===== src/rtl/run_sequencer.sv =====
// Run sequencer: preloads the core data memory, holds the core in reset for a
// fixed number of cycles, then times the run until Done or a cycle-limit timeout.
module run_sequencer #(
  parameter int RST_CYCLES = 2,
  parameter int CNT_W      = 16,
  parameter int MAX_CYCLES = 1000
) (
  input  logic             Clk,
  input  logic             Reset,
  input  logic             Start,
  input  logic             LdValid,
  input  logic [7:0]       LdAddr,
  input  logic [7:0]       LdData,
  input  logic             LdLast,
  output logic             LdReady,
  output logic             MemWen,
  output logic [7:0]       MemAddr,
  output logic [7:0]       MemWdat,
  input  logic             ProgDone,
  output logic             CoreReset,
  output logic             Busy,
  output logic             Finished,
  output logic             TimedOut,
  output logic [CNT_W-1:0] CycleCount,
  output logic [2:0]       dbg_state
);

  typedef enum logic [2:0] {
    S_IDLE     = 3'd0,
    S_LOAD     = 3'd1,
    S_CORE_RST = 3'd2,
    S_RUN      = 3'd3,
    S_DONE     = 3'd4,
    S_TIMEOUT  = 3'd5
  } state_t;

  localparam int RW = (RST_CYCLES > 1) ? $clog2(RST_CYCLES) : 1;

  state_t           state;
  logic [RW-1:0]    rst_cnt;
  logic [CNT_W-1:0] next_count;

  assign dbg_state  = state;
  assign next_count = CycleCount + CNT_W'(1);

  // Load port handshake: a word transfers on any rising edge where LdValid and
  // LdReady are both high; LdReady is high for the whole LOAD state and the
  // memory write strobe is LdValid passed straight through, so the write lands
  // on that same edge. LdLast only counts when it rides on a transferring word.
  assign MemWen  = (state == S_LOAD) && LdValid;
  assign MemAddr = (state == S_LOAD) ? LdAddr : 8'd0;
  assign MemWdat = (state == S_LOAD) ? LdData : 8'd0;

  always_ff @(posedge Clk or negedge Reset) begin
    if (!Reset) begin
      state      <= S_IDLE;
      rst_cnt    <= '0;
      CoreReset  <= 1'b1;
      Busy       <= 1'b0;
      Finished   <= 1'b0;
      TimedOut   <= 1'b0;
      CycleCount <= '0;
      LdReady    <= 1'b0;
    end else begin
      case (state)
        S_IDLE, S_DONE, S_TIMEOUT: begin
          if (Start) begin
            state      <= S_LOAD;
            LdReady    <= 1'b1;
            Busy       <= 1'b1;
            Finished   <= 1'b0;
            TimedOut   <= 1'b0;
            CycleCount <= '0;
          end
        end
        S_LOAD: begin
          if (LdValid && LdLast) begin
            state   <= S_CORE_RST;
            LdReady <= 1'b0;
            rst_cnt <= RW'(RST_CYCLES - 1);
          end
        end
        S_CORE_RST: begin
          // rst_cnt counts the remaining hold cycles after the current one
          if (rst_cnt == '0) begin
            state     <= S_RUN;
            CoreReset <= 1'b0;
          end else begin
            rst_cnt <= rst_cnt - RW'(1);
          end
        end
        S_RUN: begin
          CycleCount <= next_count;
          if (ProgDone) begin
            state     <= S_DONE;
            Finished  <= 1'b1;
            Busy      <= 1'b0;
            CoreReset <= 1'b1;
          end else if (next_count == CNT_W'(MAX_CYCLES)) begin
            state     <= S_TIMEOUT;
            TimedOut  <= 1'b1;
            Busy      <= 1'b0;
            CoreReset <= 1'b1;
          end
        end
        default: begin
          state     <= S_IDLE;
          CoreReset <= 1'b1;
          Busy      <= 1'b0;
          LdReady   <= 1'b0;
        end
      endcase
    end
  end

endmodule

===== config.mk =====
export PLATFORM = sky130hd
export DESIGN_NAME = run_sequencer
export DESIGN_NICKNAME = d
export VERILOG_FILES = /design/src/rtl/run_sequencer.sv
export SDC_FILE = /design/constraint.sdc
export NUM_CORES = 1
export LEC_CHECK = 0
export ABC_AREA = 1
export BUFFER_PORTS_ARGS = -buffer_cell sky130_fd_sc_hd__clkbuf_2
export CAP_MARGIN = 20
export CORE_MARGIN = 2
export CORE_UTILIZATION = 49
export CTS_BUF_LIST = sky130_fd_sc_hd__clkbuf_16
export DETAILED_ROUTE_END_ITERATION = 16
export GPL_ROUTABILITY_DRIVEN = 1
export PLACE_DENSITY = 0.8
export SYNTH_ARGS = -nofsm -noshare
export SYNTH_HDL_FRONTEND = slang
export SYNTH_SLANG_ARGS = --single-unit

===== constraint.sdc =====
create_clock -name Clk -period 2 [get_ports Clk]
set_input_delay 0.3 -clock Clk [delete_from_list [all_inputs] [get_ports Clk]]
set_output_delay 0.3 -clock Clk [all_outputs]
set_load 0.02 [all_outputs]

==> impl_metrics.json, run 1 <==
{
  "cts_root_buf": "clkbuf_16",
  "yosysTopAreaCell": "dfrtp_1",
  "final_net_count": 341,
  "top_layer_used": "met4",
  "area_growth_pct": 31.5,
  "dp_cells": 353,
  "clk_path_buf_depth": 2,
  "finalSetupViolations": 0,
  "m1WireLength_um": 1810,
  "wl_per_cell_um": 12.0,
  "p_per_area_nw_per_um2": 1040,
  "ys_types": 22,
  "die_y_um": 61.7,
  "syn_area_um2": 1630,
  "drv_cap": 0,
  "crit_path_max_incr_delay_ns": 0.44,
  "path_max_fanout": 6,
  "drive_above_1_share_pct": 28.5,
  "start_util_pct": 52.6,
  "dr.pass1.iters": 4,
  "globalRouteOverflowTotal": 0,
  "critPathKind": "flip-flop to flip-flop",
  "grt_antenna_before_repair": 0,
  "ys_ff_latch": 25,
  "grt_pass1_vias": 1657,
  "viasPerCell": 5.16,
  "grt_pass1_wl_um": 6670,
  "yosys.area.top_type_share_pct": 36.8,
  "fp.dieArea_um2": 3810,
  "worst_path_most_repeated_cell": "nand2_1",
  "route.met3.wl_um": 334,
  "tritoncts": "done",
  "drv_slew": 0,
  "yosysSeqAreaShare_pct": 38.4,
  "num_rows": 20,
  "peakVddDrop_v": 0.000674,
  "gr-usage-all-layers_pct": 23.3,
  "finalHoldViolCount": 0,
  "cts_made_buffers": 3,
  "grt_max_degree": 26,
  "leakage_nw": 1.18,
  "hold_buffers": 0,
  "final_cell_count_no_fill": 360,
  "coreArea_um2": 3100,
  "syn_nets": 275,
  "ctsHtreeMaxLevel": 1,
  "arrival_ns": 2.08,
  "cp.required_ns": 2.15,
  "hp-class": "input port to async pin",
  "first_iter_violations": 92,
  "path_cells": "nand2_1, nor2_1, nand2_1, nand2_1, nand3_1, nor2_1, nand2_1, nor2_1, nand2_1, nand2_4, nand3_2, nand2_1, nand2_1",
  "fill_cells": 301,
  "wl_um": 4310,
  "period_needed_ns": 1.93,
  "tns_ns": 0,
  "status": "finished clean",
  "fmaxAchievable_mhz": 517,
  "tightest_slew_ns": 0.616,
  "vias": 1856,
  "critPathCaptureType": "flip-flop",
  "synth_area_leaders": "dfrtp_1 (37%), nand2_1 (15%), inv_1 (11%)",
  "gp_congestion": 0.879,
  "io_buffer_count": 62,
  "drcViolationCount": 0,
  "cts_sinks": 25,
  "clk_pin_slew_ns": 0.07,
  "clk-insertion-delay-late_ns": 0.26,
  "fp.dieW_um": 61.7,
  "worst_path_max_delay_cell": "dfrtp_1",
  "postRouteAntennaNets": 0,
  "start_kind": "flip-flop",
  "fin_skew_ns": 0.00406,
  "dp_hpwl_um": 3160,
  "avgSynthCellArea_um2": 6.51,
  "io_pins": 63,
  "met2RoutedLength_um": 2070,
  "slew_headroom_pct": 58.9,
  "netlist_instances": 251,
  "fin_crit_sh_pct": 96.7,
  "num_antenna_cells": 0,
  "yosysWarnings": 0
}
[cell usage in the layout (no fill, tap or decap), types with 4 or more instances in the layout]
master	n
o21ai_0	14
nand2_1	64
nand3_1	17
o22ai_1	6
nand4_1	9
nand2_2	4
nor2_1	37
dfrtp_1	21
inv_1	49
clkbuf_2	62
[routing by layer]
metal	GRT usage (%)	vias up
li1	-	912
met1	29.1	847
met5	0	-
met4	8.81	0
met2	41.1	86
met3	2.90	11
[repair_timing]
action	CTS	global route
pin swaps	0	4
endpoints found under the hold margin	0	0
endpoints found under the setup margin	4	6
resized for setup	0	14
setup buffers	1	2
[path summary, 6_finish.rpt]
check | startpoint | to | slack [ns] | cells after the start
worst max register to register | CycleCount[4] | Busy | 0.07 | 13
min in group Clk | LdLast | rst_cnt | 0.29 | 3
worst max-delay path | CycleCount[4] | Busy | 0.07 | 13
worst min-delay path | Reset | LdReady | 0.04 | 1
max in group asynchronous | Reset | CycleCount[3] | 1.53 | 1
worst min register to register | Busy | Busy | 0.49 | 2
[sequential cells by signal, indices dropped and copies added (netlist names)]
register / count
Busy: 1
rst_cnt: 1
TimedOut: 1
CoreReset: 1
Finished: 1
LdReady: 1
CycleCount: 16
dbg_state: 3
[metrics by stage]
stage	area (um2)	hold slack [ns]	power (W)	setup slack [ns]	util, %
2_1_floorplan	1630	0.00441	0.00143	0.0723	-
3_3_place_gp	1990	0.345	0.00174	0.0751	64.0
3_5_place_dp	1990	0.346	0.00176	-0.00761	64.0
4_1_cts	2080	0.0651	0.00222	0.00362	66.9
5_1_grt	2150	0.109	0.00240	-0.0682	69.2
6_report	2150	0.0399	0.00224	0.0650	69.2
[worst max-delay path: cells and delay by family, from the launching register on]
family        cells  cell delay, ns
simple gates     13            1.38
flops             1            0.44
[cell usage after synthesis]
| cell type | number |
|---|---|
| nand2_1 | 65 |
| inv_1 | 49 |
| nor2_1 | 39 |
| dfrtp_1 | 24 |
| nand3_1 | 19 |
| o21ai_0 | 14 |
| nand4_1 | 9 |
| o22ai_1 | 6 |
| clkbuf_1 | 5 |
| nand2_2 | 3 |
| nor3_1 | 3 |
| ha_1 | 2 |
| nand3_2 | 2 |
| nor2_2 | 2 |
| xor2_1 | 2 |
| a21oi_1 | 1 |
| a31oi_1 | 1 |
| dfstp_2 | 1 |
| inv_2 | 1 |
| nand2_4 | 1 |
| nor2_4 | 1 |
| o21bai_1 | 1 |
[final cells by class]
cell class / count / area (um2) / area share (%)
clock inverter: 1 / 7.51 / 0.350
inverter: 50 / 188 / 8.74
tap: 44 / 55.1 / 2.56
multi-input combinational: 171 / 847 / 39.5
sequential: 25 / 631 / 29.4
timing repair buffer: 66 / 344 / 16.0
clock buffer: 3 / 75.1 / 3.50
[cells by family after synthesis]
family          Yosys count  share of synthesized area (%)
flops                    25                           38.4
simple gates            144                           38.6
compound gates           23                           7.74
fa+ha+maj                 2                           1.53
xor+xnor                  2                           1.07
buf+inv                  55                           12.6
[where the power goes]
group | switching, W | internal [W]
combinational | 0.000748 | 0.000321
sequential | 0.0000993 | 0.000614
clock | 0.000186 | 0.000272
No activity file was read; power rests on OpenSTA's default activity.
==> run 2: changes to the inputs <==
--- a/config.mk
+++ b/config.mk
@@ -7,12 +7,12 @@
 export LEC_CHECK = 0
 export ABC_AREA = 1
 export BUFFER_PORTS_ARGS = -buffer_cell sky130_fd_sc_hd__clkbuf_2
-export CAP_MARGIN = 20
 export CORE_MARGIN = 2
 export CORE_UTILIZATION = 49
 export CTS_BUF_LIST = sky130_fd_sc_hd__clkbuf_16
 export DETAILED_ROUTE_END_ITERATION = 16
 export GPL_ROUTABILITY_DRIVEN = 1
+export GPL_TIMING_DRIVEN = 0
 export PLACE_DENSITY = 0.8
 export SYNTH_ARGS = -nofsm -noshare
 export SYNTH_HDL_FRONTEND = slang
==> impl_metrics.json, run 2 (synthesis results as in run 1) <==
{
  "slew_headroom_pct": 57.5,
  "num_rows": 20,
  "worst_slack_ns": 0.120,
  "dr.pass1.iters": 4,
  "dp_hpwl_um": 3110,
  "fin_crit_sh_pct": 94.0,
  "fin_skew_ns": 0.00329,
  "postRouteAntennaNets": 0,
  "tritoncts": "done",
  "clk_path_buf_depth": 2,
  "drv_cap": 0,
  "gr-usage-all-layers_pct": 23.0,
  "cts_made_buffers": 3,
  "grt_antenna_before_repair": 0,
  "final_net_count": 350,
  "reg2reg_from": "CycleCount[0]",
  "critPathKind": "flip-flop to flip-flop",
  "die_y_um": 61.7,
  "dp_slack_ns": -0.0616,
  "coreArea_um2": 3100,
  "r2r-end": "dbg_state[2]",
  "ctsHtreeMaxLevel": 1,
  "path_max_fanout": 6,
  "fmaxAchievable_mhz": 532,
  "dp_cells": 357,
  "arrival_ns": 2.03,
  "hp-class": "input port to async pin",
  "total_power_w": 0.00233,
  "gp_congestion": 0.895,
  "final_util_pct": 72.7,
  "finalHoldViolCount": 0,
  "place_area_um2": 2000,
  "rsz0062_at_grt": "true",
  "cts_sinks": 25,
  "finalSetupViolations": 0,
  "start_kind": "flip-flop",
  "grt_pass1_vias": 1601,
  "worstRegToRegCells": 14,
  "status": "finished clean",
  "tightest_slew_ns": 0.637,
  "rrSetupSlack_ns": 0.12,
  "final_cell_count_no_fill": 369,
  "start_util_pct": 52.6,
  "p_per_area_nw_per_um2": 1030,
  "fin_area_um2": 2250,
  "io_pins": 63,
  "area_growth_pct": 38.1,
  "num_antenna_cells": 0,
  "hold_buffers": 0,
  "largest_reg_flops": 16,
  "drv_slew": 0,
  "vias": 1890,
  "leakage_nw": 1.23,
  "fp.dieArea_um2": 3810,
  "viasPerCell": 5.12,
  "wl_um": 4440,
  "peakVddDrop_v": 0.000723,
  "critPathCaptureType": "flip-flop",
  "grt_max_degree": 26,
  "drive_above_1_share_pct": 33.5,
  "cp.required_ns": 2.15,
  "period_needed_ns": 1.88,
  "fp.dieW_um": 61.7,
  "largest_register": "CycleCount",
  "clk-insertion-delay-late_ns": 0.26,
  "drcViolationCount": 0,
  "globalRouteOverflowTotal": 0,
  "first_iter_violations": 137,
  "final_cell_mix": "nand2_1 (62), clkbuf_2 (62), inv_1 (48)",
  "cts_root_buf": "clkbuf_16",
  "wl_per_cell_um": 12.0,
  "grt_pass1_wl_um": 6510,
  "io_buffer_count": 62,
  "clk_pin_slew_ns": 0.06
}
## run 2: how the worst max path moves through the flow
stage | start | end | cells after the start
finish | CycleCount[0] | dbg_state[2] | 14
global route | CycleCount[4] | dbg_state[0] | 13
CTS | CycleCount[1] | dbg_state[2] | 14
detailed placement | CycleCount[1] | dbg_state[2] | 14
global placement | CycleCount[1] | Busy | 14
floorplan | CycleCount[1] | dbg_state[2] | 14
## run 2: layout make-up
type                    count  area, um2
clock inverters             1       3.75
repair buffers             72        393
clock buffers               3       75.1
plain buffers               3       16.3
fillers                   274        848
inverters                  50        193
multi-input cells         171        887
well taps                  44       55.1
flip-flops and latches     25        632
## run 2: timing repair
item	in CTS	in global routing
pin swaps	1	13
buffers inserted	1	9
setup endpoints to repair	14	27
gates resized for setup	6	30
## run 2: per-stage QoR
stage / hold WS [ns] / TNS (ns)
after floorplan: 0.00441 / 0
after global placement: 0.346 / -0.0246
after detailed placement: 0.348 / -0.169
after CTS: 0.0723 / 0
after global routing: 0.0959 / -0.209
final: 0.0498 / 0
## run 2: report_power, final
| group | internal (W) | switching (W) |
|---|---|---|
| combinational | 0.000390 | 0.000782 |
| clock | 0.000267 | 0.000176 |
| sequential | 0.000616 | 0.0000955 |
## run 2: critical path, stage by stage (launching register included)
cell and delay, ns:
dfrtp_1 0.40, buf_6 0.14, buf_4 0.11, ha_1 0.15, inv_1 0.04, nor2_1 0.15
nand3_2 0.11, nor2_2 0.12, nand2_1 0.07, nor2_2 0.11, nand2_2 0.08, nand2_4 0.11
nand3_2 0.07, nand2_1 0.07, nand2_1 0.05
## run 2: metal layers
| metal | track usage (%) | routed length (um) |
|---|---|---|
| met3 | 2.48 | 306 |
| met1 | 29.3 | 1820 |
| met2 | 39.7 | 2220 |
| met4 | 9.42 | 87 |
| met5 | 0 | 0 |
==> run 3: changes to the inputs <==
--- a/config.mk
+++ b/config.mk
@@ -13,6 +13,7 @@
 export DETAILED_ROUTE_END_ITERATION = 16
 export GPL_ROUTABILITY_DRIVEN = 1
 export GPL_TIMING_DRIVEN = 0
+export MAX_ROUTING_LAYER = met4
 export PLACE_DENSITY = 0.8
 export SYNTH_ARGS = -nofsm -noshare
 export SYNTH_HDL_FRONTEND = slang
==> impl_metrics.json, run 3 (synthesis results as in run 1) <==
{
  "critPathTopFamily": "simple AND/OR/NAND/NOR gates",
  "cts_sinks": 25,
  "dp_cells": 357,
  "fin_area_um2": 2250,
  "fill_cells": 274,
  "intPower_w": 0.00127,
  "first_iter_violations": 143,
  "reg2reg_from": "CycleCount[1]",
  "io_pins": 63,
  "hold-worst-slack_ns": 0.0526,
  "finalHoldViolCount": 0,
  "gp_congestion": 0.910,
  "worst_slack_ns": 0.114,
  "worst_path_most_repeated_cell": "nand2_1",
  "p_comb_share_pct": 50.4,
  "num_antenna_cells": 0,
  "rrSetupSlack_ns": 0.11,
  "place_area_um2": 2000,
  "final_net_count": 350,
  "critPathKind": "flip-flop to flip-flop",
  "peakVddDrop_v": 0.000724,
  "worst-path-buf-inv": 1,
  "cts_root_buf": "clkbuf_16",
  "fin_skew_ns": 0.00435,
  "grt_pass1_wl_um": 6510,
  "viasPerCell": 5.14,
  "cts_made_buffers": 3,
  "path_cells": "nand2_2, nor2_4, buf_6, nand3_2, nand2_2, nand2_1, nor2_1, nand2_1, nor2_2, nand2_2, nand2_4, nand3_2, nand2_1, nand2_1",
  "total_power_w": 0.00233,
  "drv_cap": 0,
  "leakage_nw": 1.23,
  "io_buffer_count": 62,
  "grt_pass1_vias": 1601,
  "r2r-end": "dbg_state[2]",
  "coreArea_um2": 3100,
  "path_max_fanout": 7,
  "dp_slack_ns": -0.0616,
  "fin_crit_sh_pct": 94.3,
  "num_rows": 20,
  "critPathCaptureType": "flip-flop",
  "arrival_ns": 2.03,
  "drv_slew": 0,
  "globalRouteOverflowTotal": 0,
  "worstRegToRegCells": 14,
  "postRouteAntennaNets": 0,
  "ctsHtreeMaxLevel": 1,
  "hp-class": "input port to async pin",
  "p_per_area_nw_per_um2": 1030,
  "die_y_um": 61.7,
  "grt_antenna_before_repair": 0,
  "period_needed_ns": 1.89,
  "dp_hpwl_um": 3110,
  "drcViolationCount": 0,
  "clk-insertion-delay-late_ns": 0.26,
  "area_growth_pct": 38.1,
  "grt_max_degree": 26,
  "wl_per_cell_um": 12.1,
  "fp.dieW_um": 61.7,
  "slew_headroom_pct": 56.9,
  "gr-usage-all-layers_pct": 23.7,
  "largest_register": "CycleCount",
  "drive_above_1_share_pct": 33.5,
  "crit_path_max_incr_delay_ns": 0.45,
  "hold_buffers": 0,
  "finalSetupViolations": 0,
  "start_kind": "flip-flop",
  "dr.pass1.iters": 4,
  "vias": 1898,
  "fp.dieArea_um2": 3810,
  "final_cell_count_no_fill": 369,
  "cp.required_ns": 2.15,
  "p_clk_share_pct": 19.1,
  "p_sw_w": 0.00106,
  "status": "finished clean",
  "worst_path_max_delay_cell": "dfrtp_2",
  "final_cell_mix": "nand2_1 (62), clkbuf_2 (62), inv_1 (48)",
  "start_util_pct": 52.6,
  "largest_reg_flops": 16,
  "clk_path_buf_depth": 2,
  "p_seq_share_pct": 30.5,
  "wl_um": 4460,
  "tritoncts": "done",
  "p_sw_share_pct": 45.4,
  "rsz0062_at_grt": "true",
  "tightest_slew_ns": 0.647,
  "fmaxAchievable_mhz": 530,
  "clk_pin_slew_ns": 0.06
}
==> run 3: cell counts in the layout (fill, tap and decap cells not counted) <==
Identical to the previous run, type by type.
==> run 3: worst max path at each step <==
stage | end | startpoint | slack [ns] | depth (start not counted)
4_1_cts | dbg_state[2] | CycleCount[1] | 0.04 | 14
5_1_grt | dbg_state[0] | CycleCount[4] | -0.07 | 13
3_5_place_dp | dbg_state[2] | CycleCount[1] | -0.06 | 14
6_report | dbg_state[2] | CycleCount[1] | 0.11 | 14
2_1_floorplan | dbg_state[2] | CycleCount[1] | 0.07 | 14
3_3_place_gp | Busy | CycleCount[1] | -0.01 | 14
==> run 3: per-stage QoR <==
stage | utilization [%] | TNS, ns
after floorplan | - | 0
after global placement | 64.4 | -0.0246
after detailed placement | 64.4 | -0.169
after CTS | 67.6 | 0
after global routing | 72.7 | -0.209
final | 72.7 | 0
==> run 3: timing repair <==
action / 4_1_cts / 5_1_grt
pin swaps: 1 / 13
buffers inserted: 1 / 9
endpoints found under the setup margin: 14 / 27
gates resized for setup: 6 / 30
==> run 3: power groups by stage <==
| stage | sequential, W | clock [W] | combinational (W) |
|---|---|---|---|
| after floorplan | 0.000804 | 0 | 0.000621 |
| after global placement | 0.000712 | 0 | 0.00104 |
| after detailed placement | 0.000714 | 0 | 0.00106 |
| after CTS | 0.000702 | 0.000448 | 0.00110 |
| after global routing | 0.000726 | 0.000470 | 0.00129 |
| final | 0.000712 | 0.000445 | 0.00118 |
==> run 3: per-layer routing <==
layer  up-vias  part of all wire [%]  routed length [um]  GRT usage, %
met5         -                     0                   0             -
met4         0                   2.0                  91          9.42
met3         8                   6.9                 310          2.48
met2        98                    50                2220          39.7
met1       859                    41                1840          29.3
li1        933                     -                   -             -
==> run 3: cell type report <==
type / count / area [um2] / share of cell area (%)
buffer: 3 / 16.3 / 0.721
sequential: 25 / 632 / 28.0
timing repair buffer: 72 / 393 / 17.4
clock buffer: 3 / 75.1 / 3.33
inverter: 50 / 193 / 8.55
clock inverter: 1 / 3.75 / 0.166
multi-input combinational: 171 / 887 / 39.3
tap: 44 / 55.1 / 2.44
